===== src/rtl/mem_port_arbiter_if.sv =====
// ============================================================================
// Module      : mem_port_arbiter_if
// Description : Requester-side bundle of mem_port_arbiter: read/write
//               request channels, one-hot grants and the tagged read response.
// Revision    : 1.0 - initial release
// ============================================================================
`default_nettype none

interface mem_port_arbiter_if #(
    parameter int WIDTH = 8,
    parameter int DEPTH = 64,
    parameter int NREQ  = 4
);
    localparam int AW = $clog2(DEPTH);
    localparam int IW = $clog2(NREQ);

    logic [NREQ-1:0]       rd_valid;
    logic [NREQ*AW-1:0]    rd_addr;
    logic [NREQ-1:0]       rd_ready;
    logic [NREQ-1:0]       wr_valid;
    logic [NREQ*AW-1:0]    wr_addr;
    logic [NREQ*WIDTH-1:0] wr_data;
    logic [NREQ-1:0]       wr_ready;
    logic                  rsp_valid;
    logic [IW-1:0]         rsp_id;
    logic [WIDTH-1:0]      rsp_data;

    modport master (
        output rd_valid, rd_addr, wr_valid, wr_addr, wr_data,
        input  rd_ready, wr_ready, rsp_valid, rsp_id, rsp_data
    );

    modport slave (
        input  rd_valid, rd_addr, wr_valid, wr_addr, wr_data,
        output rd_ready, wr_ready, rsp_valid, rsp_id, rsp_data
    );
endinterface

`default_nettype wire


===== src/rtl/mem_port_arbiter.sv =====
// ============================================================================
// Module      : mem_port_arbiter
// Description : Independent round-robin read and write arbiters sharing one
//               registered-output mem; reads answer one cycle after grant.
//               Optional macro MEM_ARB_FORWARD_EN forwards same-cycle
//               same-address write data to the read response.
// Revision    : 1.0 - initial release
// ============================================================================
`default_nettype none

module mem_port_arbiter #(
    parameter int WIDTH = 8,
    parameter int DEPTH = 64,
    parameter int NREQ  = 4,
    localparam int AW   = $clog2(DEPTH),
    localparam int IW   = $clog2(NREQ)
) (
    input  wire logic             clock,
    input  wire logic             reset,
    mem_port_arbiter_if.slave     req,
    output logic [WIDTH-1:0]      mem_data,
    output logic [AW-1:0]         mem_wraddress,
    output logic                  mem_wren,
    output logic [AW-1:0]         mem_rdaddress,
    output logic                  mem_rden,
    input  wire logic [WIDTH-1:0] mem_q
);

    localparam logic [IW:0]   c_nreq  = (IW+1)'(NREQ);
    localparam logic [IW-1:0] c_last  = IW'(NREQ - 1);
    localparam logic [AW:0]   c_depth = (AW+1)'(DEPTH);

    // Returns {found, index}; scanning from the far end lets the requester
    // closest to the pointer overwrite the others.
    function automatic logic [IW:0] f_pick(input logic [NREQ-1:0] valid,
                                           input logic [IW-1:0]   ptr);
        logic [IW:0]   sum;
        logic [IW-1:0] cand;
        logic [IW:0]   res;
        res = '0;
        for (int k = NREQ - 1; k >= 0; k--) begin
            sum  = {1'b0, ptr} + (IW+1)'(k);
            cand = (sum >= c_nreq) ? IW'(sum - c_nreq) : IW'(sum);
            if (valid[cand]) begin
                res = {1'b1, cand};
            end
        end
        return res;
    endfunction

    function automatic logic [IW-1:0] f_next(input logic [IW-1:0] idx);
        return (idx == c_last) ? '0 : idx + 1'b1;
    endfunction

    logic [IW-1:0]    r_rd_ptr;
    logic [IW-1:0]    r_wr_ptr;
    logic             r_rsp_valid;
    logic [IW-1:0]    r_rsp_id;
    logic             r_rsp_zero;

    logic [IW:0]      w_rd_pick;
    logic [IW:0]      w_wr_pick;
    logic             w_rd_fire;
    logic             w_wr_fire;
    logic [IW-1:0]    w_rd_idx;
    logic [IW-1:0]    w_wr_idx;
    logic [AW-1:0]    w_rd_addr;
    logic [AW-1:0]    w_wr_addr;
    logic [WIDTH-1:0] w_wr_data;
    logic             w_rd_inrange;
    logic             w_wr_inrange;
    logic             w_rsp_valid;

    always_comb begin
        w_rd_pick    = f_pick(req.rd_valid, r_rd_ptr);
        w_wr_pick    = f_pick(req.wr_valid, r_wr_ptr);
        w_rd_idx     = w_rd_pick[IW-1:0];
        w_wr_idx     = w_wr_pick[IW-1:0];
        w_rd_fire    = w_rd_pick[IW] && !reset;
        w_wr_fire    = w_wr_pick[IW] && !reset;
        w_rd_addr    = req.rd_addr[w_rd_idx*AW +: AW];
        w_wr_addr    = req.wr_addr[w_wr_idx*AW +: AW];
        w_wr_data    = req.wr_data[w_wr_idx*WIDTH +: WIDTH];
        w_rd_inrange = ({1'b0, w_rd_addr} < c_depth);
        w_wr_inrange = ({1'b0, w_wr_addr} < c_depth);
    end

    always_comb begin
        req.rd_ready = '0;
        req.wr_ready = '0;
        if (w_rd_fire) begin
            req.rd_ready[w_rd_idx] = 1'b1;
        end
        if (w_wr_fire) begin
            req.wr_ready[w_wr_idx] = 1'b1;
        end
    end

    // Out-of-range requests are consumed but never touch the memory.
    assign mem_rden      = w_rd_fire && w_rd_inrange;
    assign mem_rdaddress = w_rd_addr;
    assign mem_wren      = w_wr_fire && w_wr_inrange;
    assign mem_wraddress = w_wr_addr;
    assign mem_data      = w_wr_data;

    always_ff @(posedge clock) begin
        if (reset) begin
            r_rd_ptr    <= '0;
            r_wr_ptr    <= '0;
            r_rsp_valid <= 1'b0;
            r_rsp_id    <= '0;
            r_rsp_zero  <= 1'b0;
        end else begin
            if (w_rd_fire) begin
                r_rd_ptr <= f_next(w_rd_idx);
                r_rsp_id <= w_rd_idx;
            end
            if (w_wr_fire) begin
                r_wr_ptr <= f_next(w_wr_idx);
            end
            r_rsp_valid <= w_rd_fire;
            r_rsp_zero  <= !w_rd_inrange;
        end
    end

    // Reset in the cycle after a grant must drop the in-flight response.
    assign w_rsp_valid   = r_rsp_valid && !reset;
    assign req.rsp_valid = w_rsp_valid;
    assign req.rsp_id    = r_rsp_id;

`ifdef MEM_ARB_FORWARD_EN
    logic             r_fwd_hit;
    logic [WIDTH-1:0] r_fwd_data;
    logic             w_fwd_hit;

    assign w_fwd_hit = w_rd_fire && w_wr_fire && w_rd_inrange && w_wr_inrange
                       && (w_rd_addr == w_wr_addr);

    always_ff @(posedge clock) begin
        if (reset) begin
            r_fwd_hit  <= 1'b0;
            r_fwd_data <= '0;
        end else begin
            r_fwd_hit  <= w_fwd_hit;
            r_fwd_data <= w_wr_data;
        end
    end

    always_comb begin
        req.rsp_data = '0;
        if (w_rsp_valid && !r_rsp_zero) begin
            req.rsp_data = r_fwd_hit ? r_fwd_data : mem_q;
        end
    end
`else
    always_comb begin
        req.rsp_data = '0;
        if (w_rsp_valid && !r_rsp_zero) begin
            req.rsp_data = mem_q;
        end
    end
`endif

endmodule

`default_nettype wire


===== src/flat_wrapper.sv =====
// flat-port wrapper written by rule: the top's interface ports become plain ports
module mem_port_arbiter_flat 
#(
    parameter int WIDTH = 8,
    parameter int DEPTH = 64,
    parameter int NREQ  = 4,
    localparam int AW   = $clog2(DEPTH),
    localparam int IW   = $clog2(NREQ)
)
  (clock, reset, mem_data, mem_wraddress, mem_wren, mem_rdaddress, mem_rden, mem_q, req_rd_valid, req_rd_addr, req_wr_valid, req_wr_addr, req_wr_data, req_rd_ready, req_wr_ready, req_rsp_valid, req_rsp_id, req_rsp_data);
  mem_port_arbiter_if #(.WIDTH(WIDTH), .DEPTH(DEPTH), .NREQ(NREQ)) req_i ();
  input  wire logic clock;
  input  wire logic reset;
  output logic [WIDTH-1:0] mem_data;
  output logic [AW-1:0] mem_wraddress;
  output logic mem_wren;
  output logic [AW-1:0] mem_rdaddress;
  output logic mem_rden;
  input  wire logic [WIDTH-1:0] mem_q;
  input wire logic [$bits(req_i.rd_valid)-1:0] req_rd_valid;
  input wire logic [$bits(req_i.rd_addr)-1:0] req_rd_addr;
  input wire logic [$bits(req_i.wr_valid)-1:0] req_wr_valid;
  input wire logic [$bits(req_i.wr_addr)-1:0] req_wr_addr;
  input wire logic [$bits(req_i.wr_data)-1:0] req_wr_data;
  output wire logic [$bits(req_i.rd_ready)-1:0] req_rd_ready;
  output wire logic [$bits(req_i.wr_ready)-1:0] req_wr_ready;
  output wire logic [$bits(req_i.rsp_valid)-1:0] req_rsp_valid;
  output wire logic [$bits(req_i.rsp_id)-1:0] req_rsp_id;
  output wire logic [$bits(req_i.rsp_data)-1:0] req_rsp_data;
  assign req_i.rd_valid = req_rd_valid;
  assign req_i.rd_addr = req_rd_addr;
  assign req_i.wr_valid = req_wr_valid;
  assign req_i.wr_addr = req_wr_addr;
  assign req_i.wr_data = req_wr_data;
  assign req_rd_ready = req_i.rd_ready;
  assign req_wr_ready = req_i.wr_ready;
  assign req_rsp_valid = req_i.rsp_valid;
  assign req_rsp_id = req_i.rsp_id;
  assign req_rsp_data = req_i.rsp_data;
  mem_port_arbiter #(.WIDTH(WIDTH), .DEPTH(DEPTH), .NREQ(NREQ)) u_core (.clock(clock), .reset(reset), .req(req_i), .mem_data(mem_data), .mem_wraddress(mem_wraddress), .mem_wren(mem_wren), .mem_rdaddress(mem_rdaddress), .mem_rden(mem_rden), .mem_q(mem_q));
endmodule

===== config.mk =====
export PLATFORM = sky130hd
export DESIGN_NAME = mem_port_arbiter_flat
export DESIGN_NICKNAME = d
export VERILOG_FILES = /design/src/rtl/mem_port_arbiter_if.sv /design/src/rtl/mem_port_arbiter.sv /design/src/flat_wrapper.sv
export SDC_FILE = /design/constraint.sdc
export NUM_CORES = 1
export LEC_CHECK = 0
export CAP_MARGIN = 20
export CELL_PAD_IN_SITES_DETAIL_PLACEMENT = 0
export CELL_PAD_IN_SITES_GLOBAL_PLACEMENT = 1
export CORE_MARGIN = 3
export CORE_UTILIZATION = 19
export DETAILED_ROUTE_END_ITERATION = 10
export PLACE_DENSITY_LB_ADDON = 0.05
export SLEW_MARGIN = 30
export SYNTH_ARGS = -nofsm -noshare
export SYNTH_HDL_FRONTEND = slang
export SYNTH_SLANG_ARGS = --single-unit

===== constraint.sdc =====
create_clock -name clock -period 4.1 [get_ports clock]
set_input_delay 0.41 -clock clock [delete_from_list [all_inputs] [get_ports clock]]
set_output_delay 0.41 -clock clock [all_outputs]
set_load 0.1 [all_outputs]

* Yosys cells after proc, flatten, opt, wreduce, memory -nomap -nowiden *
Index checks and enable logic that the tools add are counted.

operators by class
  multipliers = 2
  equality and inequality tests = 2
  add/subtract/negate cells = 16
  reductions and logical operators = 6
  $lt $le $gt $ge = 20
  muxes and demuxes = 41
  shift-type cells = 3

operators with widths
  operator                                                            count
  variable part select 24 x 6 -> 6 bit                                2
  variable part select 32 x 6 -> 8 bit                                1
  < comparator 2 x 3 -> 1 bit (second input constant)                 10
  two-way mux 3 bit                                                   8
  two-way mux 2 bit                                                   10
  greater-or-equal comparator 3 bit (second input constant)           6
  binary-select mux 1 bit (select 2 bit)                              8
  subtractor 2 x 1 -> 2 bit (second input constant)                   8
  adder 2 x 2 -> 3 bit (second input constant)                        4
  two-way mux 1 bit                                                   10
  multiplier 2 x 2 -> 4 bit (second input constant)                   2
  two-way mux 4 bit                                                   2
  two-way mux 8 bit                                                   1
  adder 2 x 1 -> 3 bit (second input constant)                        2
  greater-or-equal comparator 2 x 3 -> 1 bit (second input constant)  2
  logical AND 1 bit                                                   5
  adder 2 x 1 -> 2 bit (second input constant)                        2
  demux 1 bit (select 2 bit)                                          2
  equality test 2 bit (second input constant)                         2
  greater-or-equal comparator 2 x 1 -> 1 bit (second input constant)  2
  zero test 1 bit                                                     1

storage, ports and cells
  bits in registers = 7
  logic and storage cells = 94

* Longest topological paths before layout *
  depth in word-level cells = 14
  mapped depth = 7
  gate-level depth less buffers = 5

* Least setup slack after synthesis *
OpenSTA, ideal clock, no wires.

  kind = in2out
  start point = in req_wr_valid[1]
  end point = out req_wr_ready[0]
  path slack = 0.464 ns
  stages = 6
  arrival = 3.226 ns
  data required time = 3.690 ns
  path buffers = 2
  cells stage by stage = nand2b_2 -> a21oi_1 -> o32a_1 -> buf_6 -> buf_6 -> nor3_1

between the ends
  word-level cells in the longest chain between the ends = 11
  elaborated cells between the ends (all ways) = 19
  classes of those cells = 2 x order compare; 15 x mux; 2 x reduce/logical

ends and longest elaborated chain
  item                                                                                                             RTL line                text
  start: declaration                                                                                               flat_wrapper.sv:22      input wire logic [$bits(req_i.wr_valid)-1:0] req_wr_valid;
  binary-select mux 1 bit (select 2 bit)                                                                           mem_port_arbiter.sv:44  if (valid[cand]) begin
  two-way mux 1 bit (not written as such)                                                                          mem_port_arbiter.sv:44
  two-way mux 3 bit (3 in series)                                                                                  mem_port_arbiter.sv:44
  two-way mux 3 bit (*)                                                                                            mem_port_arbiter.sv:44
  < comparator 2 x 3 -> 1 bit (not written as such) or greater-or-equal comparator 2 x 1 -> 1 bit (tied branches)  mem_port_arbiter.sv:95  req.wr_ready[w_wr_idx] = 1'b1;
  logical AND 1 bit (not written as such)                                                                          mem_port_arbiter.sv:95
  two-way mux 1 bit (not written as such)                                                                          mem_port_arbiter.sv:95
  demux 1 bit (select 2 bit)                                                                                       -
  two-way mux 4 bit (*)                                                                                            mem_port_arbiter.sv:94  if (w_wr_fire) begin
  end: declaration                                                                                                 flat_wrapper.sv:26      output wire logic [$bits(req_i.wr_ready)-1:0] req_wr_ready;

Mark *: on every way between the ends. The rest lies on a longest branch, timed or not. The select of a mux whose other input is x is not followed.

* Worst setup path after layout *
  start point = in req_wr_valid[1]
  end point = out mem_wraddress[4]

between the ends
  word-level cells in the longest chain between the ends = 8
  elaborated cells between the ends (all ways) = 14
  classes of those cells = 1 x mul; 1 x shift; 12 x mux

ends and longest elaborated chain
  item                                      RTL line                text
  binary-select mux 1 bit (select 2 bit)    mem_port_arbiter.sv:44
  two-way mux 1 bit (not written as such)   mem_port_arbiter.sv:44
  two-way mux 3 bit (3 in series)           mem_port_arbiter.sv:44
  two-way mux 3 bit (*)                     mem_port_arbiter.sv:44
  multiplier 2 x 2 -> 4 bit (*)             mem_port_arbiter.sv:82  w_wr_addr = req.wr_addr[w_wr_idx*AW +: AW];
  variable part select 24 x 6 -> 6 bit (*)  mem_port_arbiter.sv:82
  end: declaration                          flat_wrapper.sv:15      output logic [AW-1:0] mem_wraddress;

Marked as above.

==> reports/qor.yml <==
multi_input_comb_area_um2: 975
post-cts-setup-buffer-count: 0
pwr_density_cell_mw_per_mm2: 424
max_clock_freq_ghz: 0.324
postSynthAreaPerCell_um2: 8.93
detailed_place_hpwl_mm: 3.80
floorplan.die.height_um: 87.4
hold_ws_ns: 0.454
drv.max_cap_violation_count: 0
gpl.final_weighted_congestion: 0.763
critPathMaxFanout: 33
syn-instance-count: 141
cts-hold-fix-buffers: 0
drt_drc_violations_left: 0
htreeDepth: 1
grt.overflow.total: 0
antenna_found_initial: 0
critical_setup_path_kind: "input pin to output port"
floorplan.core_area_mm2: 0.00639
number_of_nets_produced_by_synthesis: 239
final.fill_count: 662
detailroute.via_count: 1495
layout_worst_path_cycle_share_pct: 75.3
synth_flop_cell: "dfxtp_1"
leakagePower_uw: 0.00115
synth_largest_type_area_fraction_pct: 47.7
crit_required_ns: 3.69
drive_gt1_share_pct: 19.0
sequential_element_share_of_the_synthesized_area_pct: 11.1
clk-insertion-delay-late_ns: 0.22
first_global_vias: 1420
report.final.hold_viol_count: 0
final_nets: 372
total_area_of_sequential_cells_um2: 140
syn2layout_area_growth_pct: 104
route.detailed.vias_per_inst: 4.27
io_pins: 139
run_status: "completed"
clock_path_buffers: 2
mappedNetlistArea_mm2: 0.00126
cts_tree: "yes"
insertedDiodeCount: 0
min_delay_path_depth: 2
critical_path.reg2reg.startpoint: "u_core.r_wr_ptr[0]"
timing.hold.worst_endpoint: "u_core.req.rsp_id[0]"
cts.sink_count: 7
synth_area_leaders: "mux2i_1, dfxtp_1, buf_12, and2_1, buf_6"
yosys.area.top_type: "mux2i_1"
rsz_0062_raised_after_global_routing: "no"
minimum_setup_slack_among_reg_to_reg_paths_ns: 2.25
hp-start: "u_core.req.rsp_id[0]"
worst-slew-pin-transition_ns: 0.986
max_slew_margin_pct: 34.1
crit_path_start_kind: "input pin"
die_area_mm2: 0.00764
report.final.slew_viol_count: 0
arrival_ns: 2.68
fin_crit_ns: 3.09
detail-route-antenna-nets: 0
yosysWarnings: 0
track_usage_pct: 10.7
clk_pin_slew_worst_paths_ns: 0.04
netlist_cell_types: 30
hold_class: "flip-flop to flip-flop"
number_of_buffers_inserted_during_clock_tree_synthesis: 3
number_of_enable_flip_flop_cells_after_synthesis: 0
cts_resized: 0
buffer_ports.inserted: 138
dr.first_iter.drc_count: 26
floorplan.initialDensity_pct: 19.7
clk_root_buffer_cell: "clkbuf_8"
num_rows: 29
drt_wl_total_mm: 4.50
yosys-top-cells-count: "mux2i_1, and2_1, nor2_1"
grt_pass1_wl_mm: 6.57
reg2reg_depth: 5
asyncSetResetFlopFracSynth_pct: 0
r2r-end: "u_core.r_wr_ptr[1]"
irDropWorstVdd_uv: 240
setup_viol_count_final: 0
detailedRoute.firstPassIterationCount: 2
grt_max_degree: 34
fp.dieW_um: 87.4
synth-seq-cells: 7
wl_per_cell_um: 12.9
post-synth-top-count-cell: "mux2i_1"
totalNegativeSetupSlack_ns: 0
clock_skew_ns: 0.00164
critical_path.endpoint_type: "output port"
==> cell usage in the layout (no fill, tap or decap), types with 4 or more instances in the layout <==
master,n
clkdlybuf4s50_1,99
mux2i_1,60
buf_4,39
nor2_1,9
and2_1,9
a21oi_1,8
dfxtp_1,7
inv_1,5
nand2b_1,4
==> flip-flops by register name, summed over array words and instances, names as in the netlist <==
register	flops
u_core.r_rd_ptr	2
u_core.r_wr_ptr	2
u_core.req.rsp_id	2
u_core.r_rsp_valid	1
==> worst max-delay path, stage by stage <==
cell and delay [ns]:
clkdlybuf4s50_1 0.43, nand2b_2 0.20, a21oi_1 0.12, o32a_2 0.80, mux2i_1 0.21, mux2i_1 0.17, buf_4 0.31
==> kinds of logic after synthesis <==
kind of cell	Yosys count	synth area share (%)
xor gates and xnor gates	2	1.39
DFF	7	11.1
and+or+nand+nor	39	18.7
muxes	60	47.7
buffers and inverters	16	11.5
AOI/OAI and AO/OA	17	9.54
==> where the power goes <==
| part | internal (uW) | switching, uW | total [uW] | leakage [uW] |
|---|---|---|---|---|
| sequential | 77.3 | 7.24 | 84.6 | 0.0000584 |
| clock | 67.2 | 28.3 | 95.5 | 0.0000228 |
| combinational | 269 | 640 | 909 | 0.00106 |
==> metal layers <==
layer	wire [um]	global-route usage (%)	vias to the layer above
met2	2290	18.9	75
li1	-	-	772
met4	27	2.93	0
met1	1620	11.3	646
met3	564	4.92	2
met5	0	0	-
==> how the worst max path moves through the flow <==
stage	to	startpoint	depth (start not counted)	slack, ns
floorplan	req_wr_ready[0]	req_wr_valid[1]	6	0.46
global placement	mem_wraddress[4]	req_wr_valid[2]	6	0.96
detailed placement	mem_wraddress[4]	req_wr_valid[1]	7	0.98
CTS	mem_wraddress[4]	req_wr_valid[1]	7	0.97
global route	mem_wraddress[0]	req_wr_valid[1]	7	0.82
finish	mem_wraddress[4]	req_wr_valid[1]	7	1.01
==> metrics by stage <==
| stage | instances | total power (uW) | util (%) | setup slack (ns) | instance area [um2] |
|---|---|---|---|---|---|
| 2_1_floorplan | 141 | 811 | - | 0.464 | 1260 |
| 3_3_place_gp | 346 | 1010 | 39.5 | 0.965 | 2520 |
| 3_5_place_dp | 346 | 1000 | 39.5 | 0.980 | 2520 |
| 4_1_cts | 350 | 1100 | 40.2 | 0.971 | 2570 |
| 5_1_grt | 350 | 1140 | 40.2 | 0.816 | 2570 |
| 6_report | 350 | 1090 | 40.2 | 1.01 | 2570 |
==> cell type report <==
cell class | instances | share of cell area (%)
repair buffers | 138 | 50.0
well taps | 77 | 3.75
clock buffers | 4 | 1.75
multi-input cells | 118 | 38.0
inverters | 6 | 1.07
flip-flops and latches | 7 | 5.46
No activity file was read; power rests on OpenSTA's default activity.
